**src/rtl/cpu_serial_port.sv**
```systemverilog
// Bus interface unit: serialises one core memory transaction onto tx_pins and
// deserialises the read response arriving on rx_pins.
module cpu_serial_port #(
    parameter int IO_BITS   = 2,
    parameter int DATA_BITS = 16
) (
    input  logic                 clk,
    input  logic                 rst_n,
    input  logic                 req_valid,
    output logic                 req_ready,
    input  logic                 req_write,
    input  logic                 req_fetch,
    input  logic [DATA_BITS-1:0] req_addr,
    input  logic [DATA_BITS-1:0] req_wdata,
    output logic                 rsp_valid,
    output logic [DATA_BITS-1:0] rsp_data,
    output logic                 wr_done,
    output logic [IO_BITS-1:0]   tx_pins,
    output logic                 tx_fetch,
    input  logic [IO_BITS-1:0]   rx_pins
);
    localparam int NCHUNK = DATA_BITS / IO_BITS;
    localparam int CW     = (NCHUNK > 1) ? $clog2(NCHUNK) : 1;
    localparam logic [CW-1:0] LAST = CW'(NCHUNK - 1);

    typedef enum logic [2:0] {IDLE, TX_START, TX_ADDR, TX_DATA, RX_WAIT, RX_DATA} state_t;

    state_t                state, state_n;
    logic [CW-1:0]         cnt, cnt_n;
    logic [DATA_BITS-1:0]  tx_sh, tx_sh_n;
    logic [DATA_BITS-1:0]  wdata_q, wdata_q_n;
    logic                  write_q, write_q_n;
    logic                  fetch_q, fetch_q_n;
    logic [DATA_BITS-1:0]  rx_sh, rx_sh_n;
    logic [DATA_BITS-1:0]  rsp_data_n;
    logic [IO_BITS-1:0]    tx_pins_n;
    logic                  tx_fetch_n, rsp_valid_n, wr_done_n;
    logic [DATA_BITS+IO_BITS-1:0] rx_cat;

    assign req_ready = (state == IDLE);
    assign rx_cat    = {rx_pins, rx_sh};

    // Output registers load from next-state values so each chunk appears
    // on the pins during the cycle its state is current.
    always_comb begin
        state_n     = state;
        cnt_n       = cnt;
        tx_sh_n     = tx_sh;
        wdata_q_n   = wdata_q;
        write_q_n   = write_q;
        fetch_q_n   = fetch_q;
        rx_sh_n     = rx_sh;
        rsp_data_n  = rsp_data;
        tx_pins_n   = '0;
        tx_fetch_n  = 1'b0;
        rsp_valid_n = 1'b0;
        wr_done_n   = 1'b0;
        unique case (state)
            IDLE: begin
                if (req_valid) begin
                    state_n      = TX_START;
                    tx_sh_n      = req_addr;
                    wdata_q_n    = req_wdata;
                    write_q_n    = req_write;
                    fetch_q_n    = req_fetch & ~req_write;
                    tx_pins_n[0] = 1'b1;
                    tx_pins_n[1] = req_write;
                    tx_fetch_n   = req_fetch & ~req_write;
                end
            end
            TX_START: begin
                state_n    = TX_ADDR;
                cnt_n      = '0;
                tx_pins_n  = tx_sh[IO_BITS-1:0];
                tx_sh_n    = tx_sh >> IO_BITS;
                tx_fetch_n = fetch_q;
            end
            TX_ADDR: begin
                if (cnt == LAST) begin
                    cnt_n = '0;
                    if (write_q) begin
                        state_n   = TX_DATA;
                        tx_pins_n = wdata_q[IO_BITS-1:0];
                        tx_sh_n   = wdata_q >> IO_BITS;
                    end else begin
                        state_n = RX_WAIT;
                    end
                end else begin
                    cnt_n      = cnt + CW'(1);
                    tx_pins_n  = tx_sh[IO_BITS-1:0];
                    tx_sh_n    = tx_sh >> IO_BITS;
                    tx_fetch_n = fetch_q;
                end
            end
            TX_DATA: begin
                if (cnt == LAST) begin
                    state_n   = IDLE;
                    cnt_n     = '0;
                    wr_done_n = 1'b1;
                end else begin
                    cnt_n     = cnt + CW'(1);
                    tx_pins_n = tx_sh[IO_BITS-1:0];
                    tx_sh_n   = tx_sh >> IO_BITS;
                end
            end
            RX_WAIT: begin
                if (rx_pins[0]) begin
                    state_n = RX_DATA;
                    cnt_n   = '0;
                end
            end
            RX_DATA: begin
                rx_sh_n = rx_cat[DATA_BITS+IO_BITS-1:IO_BITS];
                if (cnt == LAST) begin
                    state_n     = IDLE;
                    cnt_n       = '0;
                    rsp_data_n  = rx_cat[DATA_BITS+IO_BITS-1:IO_BITS];
                    rsp_valid_n = 1'b1;
                end else begin
                    cnt_n = cnt + CW'(1);
                end
            end
            default: state_n = IDLE;
        endcase
    end

    always_ff @(posedge clk) begin
        if (!rst_n) begin
            state     <= IDLE;
            cnt       <= '0;
            tx_sh     <= '0;
            wdata_q   <= '0;
            write_q   <= 1'b0;
            fetch_q   <= 1'b0;
            rx_sh     <= '0;
            rsp_data  <= '0;
            tx_pins   <= '0;
            tx_fetch  <= 1'b0;
            rsp_valid <= 1'b0;
            wr_done   <= 1'b0;
        end else begin
            state     <= state_n;
            cnt       <= cnt_n;
            tx_sh     <= tx_sh_n;
            wdata_q   <= wdata_q_n;
            write_q   <= write_q_n;
            fetch_q   <= fetch_q_n;
            rx_sh     <= rx_sh_n;
            rsp_data  <= rsp_data_n;
            tx_pins   <= tx_pins_n;
            tx_fetch  <= tx_fetch_n;
            rsp_valid <= rsp_valid_n;
            wr_done   <= wr_done_n;
        end
    end
endmodule

```
**config.mk**
```make
export PLATFORM = sky130hd
export DESIGN_NAME = cpu_serial_port
export DESIGN_NICKNAME = d
export VERILOG_FILES = /design/src/rtl/cpu_serial_port.sv
export SDC_FILE = /design/constraint.sdc
export NUM_CORES = 1
export LEC_CHECK = 0
export BUFFER_PORTS_ARGS = -buffer_cell sky130_fd_sc_hd__buf_2
export CAP_MARGIN = 20
export CELL_PAD_IN_SITES_DETAIL_PLACEMENT = 1
export CELL_PAD_IN_SITES_GLOBAL_PLACEMENT = 2
export CORE_MARGIN = 8
export CORE_UTILIZATION = 34
export CTS_BUF_LIST = sky130_fd_sc_hd__clkbuf_2
export DETAILED_ROUTE_END_ITERATION = 12
export GPL_TIMING_DRIVEN = 0
export HOLD_SLACK_MARGIN = 0.15
export PLACE_DENSITY = 0.94
export REMOVE_ABC_BUFFERS = 1
export SLEW_MARGIN = 40
export SYNTH_ARGS = -nofsm -noshare
export SYNTH_HDL_FRONTEND = slang
export SYNTH_SLANG_ARGS = --single-unit
```
**constraint.sdc**
```tcl
create_clock -name clk -period 2.3 [get_ports clk]
set_input_delay 0.23 -clock clk [delete_from_list [all_inputs] [get_ports clk]]
set_output_delay 0.23 -clock clk [all_outputs]
set_load 0.01 [all_outputs]
```
==> results of run 1 <==
-- metal layers --
| layer | up-vias | GRT usage [%] |
|---|---|---|
| li1 | 1413 | - |
| met1 | 1330 | 16.57 |
| met2 | 80 | 24.11 |
| met3 | 10 | 4.437 |
| met4 | 0 | 5.486 |
| met5 | - | 0 |
-- registers in the layout, summed over array words and instances, names as in the netlist --
register	flops
cnt	3
fetch_q	1
rsp_data	16
rsp_valid	1
rx_sh	14
state	3
tx_fetch	1
tx_pins	2
tx_sh	16
wdata_q	16
wr_done	1
write_q	1
-- worst max-delay path, delay by kind of cell, from the launching register on --
| family | cells | cell delay (ps) |
|---|---|---|
| flops | 1 | 370 |
| simple gates | 1 | 280 |
| fa+ha+maj | 2 | 540 |
| compound gates | 3 | 850 |
-- cell usage after synthesis (2+ instances only) --
cell type,instances,area share [%]
inv_1,3,0.36
clkbuf_1,8,0.96
a221oi_1,2,0.56
ha_1,3,1.2
buf_2,12,1.9
a21boi_0,37,8.9
mux2_2,2,0.72
nand3_1,2,0.32
nand4b_1,2,0.56
buf_4,8,1.9
dfxtp_1,75,48
nor2_1,5,0.60
nand3b_1,3,0.72
nor2b_1,5,1.0
nand2_1,104,12
and2_1,3,0.60
nand2b_1,5,1.0
a222oi_1,13,4.2
a22oi_1,3,0.72
and3_1,2,0.40
o21ai_0,18,2.9
a21oi_1,17,2.7
a21boi_1,13,3.1
-- repair_timing --
item                                    CTS  global route
hold endpoints to repair                 40             0
endpoints found under the setup margin   27            29
hold buffers                             36             0
gates resized for setup                   3             3
-- layout make-up --
type                            count  area [sq um]  area share (%)
Clock inverter                      7         68.82           1.743
Sequential cell                    75          1503           38.05
Tap cell                          111         138.9           3.517
Timing Repair Buffer               98         681.9           17.27
Inverter                            3         11.26          0.2852
Clock buffer                        9         45.04           1.141
Multi-Input combinational cell    254          1500           37.99
-- per-stage QoR --
stage | setup slack, ps | setup TNS [ps] | hold slack, ps | power (uW) | cell area (sq um)
after global routing | 30.40 | 0 | 201.8 | 2679 | 3949
final | 208.3 | 0 | 242.1 | 2531 | 3949
after CTS | 13.05 | 0 | 184.9 | 2561 | 3938
after global placement | -623.3 | -7403 | 438.2 | 1760 | 3422
after floorplan | -69.38 | -69.38 | 351.7 | 1640 | 2983
after detailed placement | -190.5 | -1736 | 443.1 | 1786 | 3458
-- where the power goes --
| group | total, uW | switching, uW | internal (uW) |
|---|---|---|---|
| combinational | 389 | 201 | 188 |
| clock | 716 | 473 | 243 |
| sequential | 1430 | 54.1 | 1370 |
-- path summary, 6_finish.rpt --
path                       end  depth (start not counted)  slack [ps]
setup reg to reg     tx_sh[13]                          6         210
setup / recovery     tx_sh[13]                          6         210
hold / removal    rsp_data[12]                          2         240
hold reg to reg    rsp_data[3]                          2         460
-- cell families (layout without fill, tap and decap cells) --
group | Yosys count | after routing | share of synthesized area (%)
AO/OA/AOI/OAI | 113 | 113 | 25.84
multiplexers | 3 | 3 | 1.038
buffers and inverters | 31 | 117 | 5.152
adder cells (fa/ha/maj) | 3 | 3 | 1.198
flip-flops | 75 | 75 | 47.92
AND/OR/NAND/NOR | 135 | 135 | 18.85
==> run metrics, run 1 <==
# port buffers=60; asr flop ratio synth=0%; Filler cells=1098; ant diodes=0; placed insts=505; Core Area=9109 sq um; Slew headroom=48.38%; met1 WL=3901 um; CTS tree=done; worst setup path startpoint=cnt[0]; Max Cap Violations=0; Slowest cell on crit path=a21oi_4; clock slew seen by the registers of the worst setup and hold paths=220 ps; Main synth FF type=dfxtp_1; CTS root buf=clkbuf_2; synthesized instance count=360; die width=112.0 um; peak supply drop=258.6 uV; Syn-to-layout area delta=26.04%; Cell Count, Final, Fillers Out=557; remaining global-route overflow=0; GPL Wtd Cong=0.7215; Hold Vio Cnt, Final=0; Synthesis Warnings=0; Met2 Routed Length=4188 um; Setup Viol. Count Final=0; die area=12540 sq um; FF-to-FF Start=cnt[0]; worst-path cell chain=ha_1, ha_1, nand2b_1, a21oi_4, a222oi_1, a21oi_1; Slew Limit Fails=0; cell area after synthesis=3133 sq um; clk sinks=75; ratio of cells with drive above 1 in the final layout=20.18%; Slew @ Worst Pin=774.4 ps; TritonCTS Buffers=9; row cnt=35; 1st-iter DRT viols=173; required time of the worst setup path=2760 ps; Worst Setup End Kind=flop; period utilization=90.94%; post-synthesis sequential area ratio=47.92%; Post-synth EDFFs=0; DR vias=2833; first-pass GRT wire length=14600 um; via count of the first global-routing pass=2986; Die Ht=112.0 um; WS Path Type=reg -> reg; fin crit period=2092 ps; H-tree depth=3; Global Route Usage Sum=14.28%; total iterations of the first detailed-routing run=8; most frequent cells in the layout=103 x nand2_1, 74 x dfxtp_1, 59 x buf_2, 37 x a21boi_0, 36 x dlygate4sd3_1; WL final=8705 um; clock tree buffer depth=2; post-CTS setup buffer count=0; Met3 Wirelength=507 um; unrepaired setup endpoints after global routing=false; clock skew=21.85 ps; CP most frequent cell=ha_1; Post-DRT Antenna Nets=0; I/O pin total=61; drt wl/cell=15.63 um; Layout Nets=483; P_leak=0.001518 uW; Hold Path Origin=rst_n; vias per cell=5.086; DR top layer=met4; register bit total from synthesis=75; clk_lat worst skew=510 ps; pin count of the biggest net entering global routing=72; crit-path max FO=13; Critical Path AT=2550 ps; DRC errors left=0; Avg Cell Area, Syn=8.703 sq um; Layout Utilization=43.35%; leading cell type in the layout, fill and taps excluded=nand2_1; Initial Utilization=34.40%; max incr delay on CP=470 ps; critical path launch point type=flop; Fmax=0.4781 GHz; Hold Path Class=in -> reg; placed wire-length estimate=5428 um; Synth cell types=38; PD cells=640.9 nW/um^2; antenna violations before repair=0; outcome=complete, no violations
Note: power is estimated with default switching activity, not from simulation.
==> inputs of run 2 (changes only) <==
HOLD_SLACK_MARGIN = 0.06   (was 0.15)
REMOVE_ABC_BUFFERS = unset   (was 1)
==> run metrics, run 2 (synthesis gave the netlist of run 1 again) <==
outcome=complete, no violations (unchanged); TritonCTS Buffers=9 (unchanged); Seq pwr share=54.6% (was 56.4%); max incr delay on CP=370 ps (was 470 ps); syn_nets=402; total iterations of the first detailed-routing run=4 (was 8); Initial Utilization=34.40% (unchanged); crit-path max FO=10 (was 13); die area=12540 sq um (unchanged); Max Cap Violations=0 (unchanged); Critical Path AT=2520 ps (was 2550 ps); DRC errors left=0 (unchanged); delay-heaviest family, CP=compound AO/OA/AOI/OAI gates (unchanged); Hold Vio Cnt, Final=0 (unchanged); die width=112.0 um (unchanged); Global Route Usage Sum=15.40% (was 14.28%); GPL Wtd Cong=0.8038 (was 0.7215); CP bufs+invs=2 (was 0); # port buffers=60 (unchanged); worst-path cell chain=ha_1, ha_1, buf_2, nand2b_1, a21oi_2, buf_2, a222oi_1, a21oi_1 (was ha_1, ha_1, nand2b_1, a21oi_4, a222oi_1, a21oi_1); Slew Limit Fails=0 (unchanged); final instance area=4050 sq um (was 3949 sq um); I/O pin total=61 (unchanged); Fmax=0.4867 GHz (was 0.4781 GHz); unrepaired setup endpoints after global routing=false (unchanged); CTS tree=done (unchanged); Core Area=9109 sq um (unchanged); H-tree depth=3 (unchanged); Die Ht=112.0 um (unchanged); remaining global-route overflow=0 (unchanged); via count of the first global-routing pass=3222 (was 2986); clock skew=28.46 ps (was 21.85 ps); P_leak=0.001612 uW (was 0.001518 uW); combinational share of power=16.3% (was 15.4%); clock tree buffer depth=2 (unchanged); 1st-iter DRT viols=147 (was 173); drt wl/cell=15.71 um (was 15.63 um); leading cell type in the layout, fill and taps excluded=nand2_1 (unchanged); total power=2591 uW (was 2531 uW); most frequent cells in the layout=104 x nand2_1, 75 x dfxtp_1, 72 x buf_2, 37 x a21boi_0, 36 x dlygate4sd3_1 (was 103 x nand2_1, 74 x dfxtp_1, 59 x buf_2, 37 x a21boi_0, 36 x dlygate4sd3_1); internal power=1838 uW (was 1803 uW); ant diodes=0 (unchanged); Cell Count, Final, Fillers Out=583 (was 557); DR vias=2932 (was 2833); Syn-to-layout area delta=29.27% (was 26.04%); Layout Utilization=44.46% (was 43.35%); fin crit period=2055 ps (was 2092 ps); Slew @ Worst Pin=515.5 ps (was 774.4 ps); clock slew seen by the registers of the worst setup and hold paths=230 ps (was 220 ps); WS Path Type=reg -> reg (unchanged); WL final=9160 um (was 8705 um); peak supply drop=224.2 uV (was 258.6 uV); placed wire-length estimate=6625 um (was 5428 um); required time of the worst setup path=2770 ps (was 2760 ps); register area=1501 sq um (was 1503 sq um); placed insts=531 (was 505); CTS root buf=clkbuf_2 (unchanged); period utilization=89.34% (was 90.94%); first-pass GRT wire length=15530 um (was 14600 um); Layout Nets=509 (was 483); pin count of the biggest net entering global routing=14 (was 72); Worst Setup End Kind=flop (unchanged); Post-DRT Antenna Nets=0 (unchanged); Slew headroom=65.63% (was 48.38%); ratio of cells with drive above 1 in the final layout=21.82% (was 20.18%); Slowest cell on crit path=dfxtp_1 (was a21oi_4); area occupied by multi-input gates=1470 sq um (was 1500 sq um); PD cells=639.7 nW/um^2 (was 640.9 nW/um^2); Clock power frac=29.1% (was 28.3%); critical path launch point type=flop (unchanged); Filler cells=1092 (was 1098); P_sw=753.1 uW (was 728.2 uW); Setup Viol. Count Final=0 (unchanged); Hold Path Class=in -> reg (unchanged); clk sinks=75 (unchanged); PostCTS Resize Cnt=0 (was 3); sw frac=29.06% (was 28.77%); Sum Neg Setup Slack=0 ps (unchanged); Placed Area=3572 sq um (was 3458 sq um); vias per cell=5.029 (was 5.086); row cnt=35 (unchanged); clk_lat worst skew=540 ps (was 510 ps); antenna violations before repair=0 (unchanged); Largest regs=rsp_data: 16 flops, tx_sh: 16 flops, wdata_q: 16 flops (unchanged)
run 2: cell types whose count changed in the layout (fill, tap and decap cells not counted), sizes merged:
| cell | change |
|---|---|
| clkinvlp | -2 |
| inv | +1 |
| clkbuf | +10 |
| buf | +18 |
| clkinv | -1 |
run 2: worst register-to-register path, delay by kind of cell, from the launching register on:
kind	cells	cell delay [ps]
buf+inv	2	460
fa+ha+maj	2	410
simple gates	1	210
compound gates	3	560
flops	1	370
run 2: final cells by class:
cell class / instances / area share, %
Sequential cell: 75 / 37.07
Clock inverter: 5 / 1.545
Inverter: 3 / 0.2780
Multi-Input combinational cell: 254 / 36.30
Timing Repair Buffer: 96 / 16.31
Clock buffer: 11 / 1.359
Buffer: 28 / 3.707
Tap cell: 111 / 3.429
run 2: through the flow:
step / setup WS, ps / hold WS [ps]
after detailed placement: 327.1 / 444.9
after floorplan: 620.1 / 364.8
after global placement: 382.7 / 437.9
after global routing: 95.40 / 80.62
after CTS: 261.8 / 91.61
final: 245.1 / 123.4
run 2: worst paths after layout:
check                   start          end  slack [ps]  cells past startpoint
setup / recovery       cnt[0]     tx_sh[6]         250                      8
hold / removal          rst_n   tx_pins[1]         120                      3
setup reg to reg       cnt[0]     tx_sh[6]         250                      8
hold reg to reg   rsp_data[7]  rsp_data[7]         460                      2
run 2: what timing repair did:
| item | in CTS | in global routing |
|---|---|---|
| hold buffers | 35 | 1 |
| endpoints found under the hold margin | 39 | 1 |
| setup endpoints to repair | 0 | 0 |
| setup buffers | 0 | 0 |
run 2: metal layers:
metal | vias to the layer above | GRT usage, % | wire (um)
met5 | - | 0 | 0
met3 | 11 | 4.383 | 421
met4 | 0 | 5.845 | 138
met2 | 59 | 27.50 | 4657
met1 | 1394 | 16.92 | 3942
li1 | 1468 | - | -
run 2: power groups by stage:
stage / registers (uW) / logic [uW] / clock network (uW)
floorplan: 1430 / 249 / 0
finish: 1410 / 422 / 755
detailed placement: 1440 / 375 / 0
global placement: 1440 / 357 / 0
CTS: 1410 / 422 / 778
global route: 1420 / 468 / 844
